--- config.mk ---
export PLATFORM = sky130hd
export DESIGN_NAME = z3_master_cycle
export DESIGN_NICKNAME = d
export VERILOG_FILES = /design/src/rtl/z3_master_cycle.sv
export SDC_FILE = /design/constraint.sdc
export NUM_CORES = 1
export LEC_CHECK = 0
export CAP_MARGIN = 25
export CORE_MARGIN = 10
export CORE_UTILIZATION = 50
export DETAILED_ROUTE_END_ITERATION = 6
export PLACE_DENSITY_LB_ADDON = 0.25
export SYNTH_ARGS = -nofsm -noshare
export SYNTH_HDL_FRONTEND = slang
export SYNTH_SLANG_ARGS = --single-unit
--- constraint.sdc ---
create_clock -name CLK -period 2.45 [get_ports CLK]
set_clock_uncertainty 0.2 [all_clocks]
set_input_delay 0.49 -clock CLK [delete_from_list [all_inputs] [get_ports CLK]]
set_output_delay 0.49 -clock CLK [all_outputs]
set_load 0.03 [all_outputs]
--- src/rtl/z3_master_cycle.sv ---
// Zorro III bus-master cycle initiator.
// Sequences FCS_n / DOE / DS_n / READ / ADDR_OE for one local-master transfer.
// The cycle ends on target DTACK_n, on BERR_n, or on an internal timeout.
// The result is returned to the local master as a one-cycle L_ACK or L_BERR pulse.
module z3_master_cycle #(
    parameter int unsigned TIMEOUT_CYCLES = 255,
    parameter int unsigned SYNC_STAGES    = 2
) (
    input  logic       CLK,
    input  logic       RESET_n,
    input  logic       MYBUS_n,
    input  logic       MASTER_n,
    input  logic       L_REQ,
    input  logic       L_READ,
    input  logic [3:0] L_BE,
    output logic       L_ACK,
    output logic       L_BERR,
    output logic       FCS_n,
    output logic       DOE,
    output logic [3:0] DS_n,
    output logic       READ,
    output logic       ADDR_OE,
    input  logic       DTACK_n,
    input  logic       BERR_n
);

    typedef enum logic [2:0] {
        S_IDLE,
        S_ADDR,
        S_DATA,
        S_WAIT,
        S_TERM,
        S_RECOV
    } state_t;

    localparam logic [15:0] CNT_LAST = 16'(TIMEOUT_CYCLES - 1);

    logic [SYNC_STAGES-1:0] dtk_sync_q;
    logic [SYNC_STAGES-1:0] berr_sync_q;
    logic                   dtk_s;
    logic                   berr_s;

    state_t      state_q;
    logic [15:0] cnt_q;
    logic [3:0]  be_q;
    logic        fcs_n_q;
    logic        doe_q;
    logic [3:0]  ds_n_q;
    logic        read_q;
    logic        addr_oe_q;
    logic        l_ack_q;
    logic        l_berr_q;

    logic        start_w;
    logic        wait_done_w;
    logic        wait_err_w;

    // Synchronise the asynchronous target responses; idle level is high.
    always_ff @(posedge CLK or negedge RESET_n) begin
        if (!RESET_n) begin
            dtk_sync_q  <= '1;
            berr_sync_q <= '1;
        end else begin
            dtk_sync_q  <= {dtk_sync_q[SYNC_STAGES-2:0], DTACK_n};
            berr_sync_q <= {berr_sync_q[SYNC_STAGES-2:0], BERR_n};
        end
    end

    assign dtk_s  = dtk_sync_q[SYNC_STAGES-1];
    assign berr_s = berr_sync_q[SYNC_STAGES-1];

    // Start and termination decisions; BERR beats DTACK, DTACK beats the timeout.
    always_comb begin
        start_w     = L_REQ && !MYBUS_n && !MASTER_n && dtk_s && berr_s;
        wait_done_w = !berr_s || !dtk_s || (cnt_q == CNT_LAST);
        wait_err_w  = !berr_s || (dtk_s && (cnt_q == CNT_LAST));
    end

    // Cycle sequencer; outputs are registered and take the value of the state being entered.
    always_ff @(posedge CLK or negedge RESET_n) begin
        if (!RESET_n) begin
            state_q   <= S_IDLE;
            cnt_q     <= '0;
            be_q      <= '0;
            fcs_n_q   <= 1'b1;
            doe_q     <= 1'b0;
            ds_n_q    <= '1;
            read_q    <= 1'b1;
            addr_oe_q <= 1'b0;
            l_ack_q   <= 1'b0;
            l_berr_q  <= 1'b0;
        end else begin
            l_ack_q  <= 1'b0;
            l_berr_q <= 1'b0;
            case (state_q)
                S_IDLE: begin
                    cnt_q <= '0;
                    if (start_w) begin
                        state_q   <= S_ADDR;
                        addr_oe_q <= 1'b1;
                        fcs_n_q   <= 1'b0;
                        read_q    <= L_READ;
                        be_q      <= L_BE;
                    end
                end
                S_ADDR: begin
                    state_q <= S_DATA;
                    doe_q   <= 1'b1;
                    ds_n_q  <= ~be_q;
                    // Reads release the address bus once the data phase begins.
                    if (read_q) begin
                        addr_oe_q <= 1'b0;
                    end
                end
                S_DATA: begin
                    state_q <= S_WAIT;
                end
                S_WAIT: begin
                    if (cnt_q != CNT_LAST) begin
                        cnt_q <= cnt_q + 16'd1;
                    end
                    if (wait_done_w) begin
                        state_q   <= S_TERM;
                        fcs_n_q   <= 1'b1;
                        doe_q     <= 1'b0;
                        ds_n_q    <= '1;
                        addr_oe_q <= 1'b0;
                        l_ack_q   <= !wait_err_w;
                        l_berr_q  <= wait_err_w;
                    end
                end
                S_TERM: begin
                    state_q <= S_RECOV;
                end
                S_RECOV: begin
                    // Hold off until the target has released both response lines.
                    if (dtk_s && berr_s) begin
                        state_q <= S_IDLE;
                    end
                end
                default: begin
                    state_q <= S_IDLE;
                end
            endcase
        end
    end

    assign FCS_n   = fcs_n_q;
    assign DOE     = doe_q;
    assign DS_n    = ds_n_q;
    assign READ    = read_q;
    assign ADDR_OE = addr_oe_q;
    assign L_ACK   = l_ack_q;
    assign L_BERR  = l_berr_q;

endmodule

==> flow_metrics.env, run 1 <==
export IMPL_outcome="complete, no violations"
export IMPL_cts_root_buffer_cell="clkbuf_4"
export IMPL_first_pass_grt_wire_length_microns=6860
export IMPL_drt_pre_antenna_iters=4
export IMPL_synth_area_sq_mm=0.00181
export IMPL_final_nets=206
export IMPL_drv_max_cap_violation_count=0
export IMPL_timing_critical_path_slowest_stage_cell="clkdlybuf4s50_1"
export IMPL_critical_path_peak_fanout=2
export IMPL_mean_instance_size_in_the_synthesized_netlist_sq_um=10.7
export IMPL_grt_max_degree=38
export IMPL_arrival_ps=1560
export IMPL_crit_family="buffers and inverters"
export IMPL_cell_types_with_the_highest_counts_after_synthesis="dfrtp_1 (27), nand2_1 (12), a21oi_1 (10), dfstp_2 (10), o21ai_0 (10)"
export IMPL_internal_power_contribution_mw=1.26
export IMPL_row_count=21
export IMPL_ys_seq_elements=37
export IMPL_hp_class="reg2reg"
export IMPL_core_area_sq_mm=0.00342
export IMPL_first_global_vias=1564
export IMPL_synth_top_cell_by_area="dfrtp_1"
export IMPL_max_freq_ghz=0.445
export IMPL_power_per_cell_area_mw_per_mm2=966
export IMPL_power_share_sequential_pct=43.9
export IMPL_total_length_of_routed_wires_microns=3900
export IMPL_combPwrFrac_pct=40.9
export IMPL_async_reset_ff_share_pct=100
export IMPL_synth_top_area_share_pct=37.4
export IMPL_die_area_sq_mm=0.00641
export IMPL_dr_total_vias=1422
export IMPL_mappedNetlistNets=182
export IMPL_layout_drive_gt1_share_pct=16.6
export IMPL_post_cts_resized=0
export IMPL_finalWorstSetupSlack_ps=204
export IMPL_flow_area_growth_from_synthesis_pct=16.7
export IMPL_die_height_microns=80.1
export IMPL_worstSkewPairLatency_ps=340
export IMPL_filler_cells_inserted=306
export IMPL_max_vdd_ir_drop_v=0.000648
export IMPL_ys_warnings_count=0
export IMPL_worst_path_buf_inv=1
export IMPL_seq_area_frac_synth_pct=52.0
export IMPL_gr_overflow_total=0
export IMPL_place_worst_setup_slack_ps=208
export IMPL_cts_path_max_buffers=2
export IMPL_drc_errors=0
export IMPL_period_share_pct=91.7
export IMPL_synthesis_instances=168
export IMPL_met2RoutedLength_microns=2010
export IMPL_cts_buffers_inserted=5
export IMPL_io_buffers=21
export IMPL_synth_most_common_cell="dfrtp_1"
export IMPL_worst_slew_pin_transition_ps=666
export IMPL_chipWidth_microns=80.1
export IMPL_totalNegativeSetupSlack_ps=0
export IMPL_hold_viol_final=0
export IMPL_clk_transition_reported_paths_ps=110
export IMPL_holdBufCountCts=0
export IMPL_required_ps=1760
export IMPL_rsz0062_at_grt="false"
export IMPL_design_portCount=22
export IMPL_setup_worst_path_start_class="flip-flop"
export IMPL_number_of_antenna_violations_at_the_first_check_in_global_routing=0
export IMPL_start_util_pct=52.9
export IMPL_synth_top_flop_cell="dfrtp_1"
export IMPL_synth_edff_count=0
export IMPL_period_needed_ps=2250
export IMPL_power_leakage_nw=0.838
export IMPL_final_max_slew_viol_count=0
export IMPL_hpwlAfterDp_microns=2790
export IMPL_route_detailed_vias_per_inst=5.95
export IMPL_crit_chain="clkdlybuf4s50_1"
export IMPL_switchingPower_uw=775
export IMPL_critPathKind="reg2out"
export IMPL_power_share_clock_pct=15.1
export IMPL_postRouteAntennaNets=0
export IMPL_count_of_antenna_diodes_in_the_layout=0
export IMPL_distinct_cell_type_count_after_synthesis=43
export IMPL_grt_use_total_pct=13.3
export IMPL_cpPeakStageDelay_ps=670
export IMPL_clock_sinks=37
export IMPL_detailedRoute_firstIterationViolations=117
export IMPL_maxUsedRoutingLayer="met4"
export IMPL_power_switching_share_pct=38.1
export IMPL_setup_viol=0
export IMPL_tritoncts="yes"
export IMPL_route_layer_met1_wl_microns=1580
export IMPL_route_detailed_wl_per_inst_microns=16.3
export IMPL_finalWeightedCongestion=0.861
export IMPL_setup_worst_path_end_class="output pin"
export IMPL_post_synth_main_area_contributors="dfrtp_1 (37%), dfstp_2 (15%), mux2_2 (3.1%), o31ai_1 (2.9%), a21oi_1 (2.8%)"
export IMPL_met3RoutedLength_microns=262
export IMPL_slew_headroom_pct=55.4
export IMPL_cts_htree_levels=2
export IMPL_post_cts_buffers=0
==> state kept, by name, indices dropped and copies added (netlist names) <==
signal and cells:
READ 1, L_BERR 1, DS_n 4, dtk_sync_q 2, DOE 1, L_ACK 1
state_q 3, be_q 4, FCS_n 1, ADDR_OE 1, cnt_q 16, berr_sync_q 2
==> power by group through the flow <==
stage | logic, mW | clock network, mW | registers, mW
finish | 0.833 | 0.308 | 0.894
global route | 0.918 | 0.345 | 0.917
CTS | 0.846 | 0.320 | 0.894
detailed placement | 0.841 | 0 | 0.905
global placement | 0.823 | 0 | 0.895
floorplan | 0.458 | 0 | 1.02
==> stage by stage <==
stage	area, sq um	utilization, %	hold slack [ps]	power [mW]	std cells
floorplan	1810	-	-5.59	1.48	168
global placement	2060	60.2	145	1.72	231
detailed placement	2060	60.2	148	1.75	231
CTS	2110	61.7	164	2.06	239
global route	2110	61.7	167	2.18	239
finish	2110	61.7	163	2.04	239
==> routing by layer <==
metal	track usage [%]	up-vias
li1	-	686
met1	14.5	696
met2	22.2	34
met3	5.79	6
met4	5.28	0
met5	0	-
==> cell families after synthesis <==
| group | count (synthesis) | share of synthesized area [%] |
|---|---|---|
| fa+ha+maj | 2 | 1.39 |
| mux | 6 | 3.67 |
| flops | 37 | 52.0 |
| buf+inv | 13 | 3.88 |
| simple gates | 66 | 23.0 |
| compound gates | 44 | 16.1 |
==> layout by cell type, fill, tap and decap left out, types with 2 or more instances in the layout <==
cell type / count
dfrtp_1: 27
clkdlybuf4s50_1: 21
nand2_1: 12
dfstp_2: 10
a21oi_1: 10
o21ai_0: 10
nand3_1: 8
o31ai_1: 7
nor2_1: 5
or4_1: 5
mux2_2: 5
clkbuf_4: 5
buf_4: 5
inv_1: 4
and4_1: 4
nand4_1: 4
nand2b_1: 4
or3_1: 4
o211ai_1: 4
a2bb2oi_1: 4
nor2b_1: 3
nor4_1: 2
nor3b_1: 2
nand3b_1: 2
o311ai_0: 2
o41ai_1: 2
nor3_1: 2
o21a_1: 2
ha_1: 2
clkinv_2: 2
==> worst paths after layout <==
path / from / end / slack, ps / depth (start not counted)
min: berr_sync_q[0]$_DFF_PN1_ / berr_sync_q[1]$_DFF_PN1_ / 160 / 0
max: DS_n[3]$_DFFE_PN1P_ / DS_n[3] / 200 / 1
max in group asynchronous: RESET_n / DS_n[1]$_DFFE_PN1P_ / 1340 / 2
max reg2reg: state_q[0]$_DFFE_PN0P_ / be_q[1]$_DFFE_PN0P_ / 250 / 3
min in group asynchronous: RESET_n / state_q[2]$_DFFE_PN0P_ / 360 / 2
min reg2reg: berr_sync_q[0]$_DFF_PN1_ / berr_sync_q[1]$_DFF_PN1_ / 160 / 0
==> cell type report <==
cell class	count	area, sq um	share of cell area, %
tap	46	57.6	2.73
clock buffer	6	41.3	1.96
sequential	37	938	44.5
multi-input combinational	118	797	37.8
inverter	4	15.0	0.713
clock inverter	2	10.0	0.475
timing repair buffer	26	248	11.8
Power figures use the tool's default switching activity.
==> run 2, diff against run 1 <==
--- a/config.mk
+++ b/config.mk
@@ -9,6 +9,7 @@
 export CORE_MARGIN = 10
 export CORE_UTILIZATION = 50
 export DETAILED_ROUTE_END_ITERATION = 6
+export GPL_ROUTABILITY_DRIVEN = 0
 export PLACE_DENSITY_LB_ADDON = 0.25
 export SYNTH_ARGS = -nofsm -noshare
 export SYNTH_HDL_FRONTEND = slang
==> results of run 2 <==
No change in the layout: final DEF, timing and power equal those of run 1.
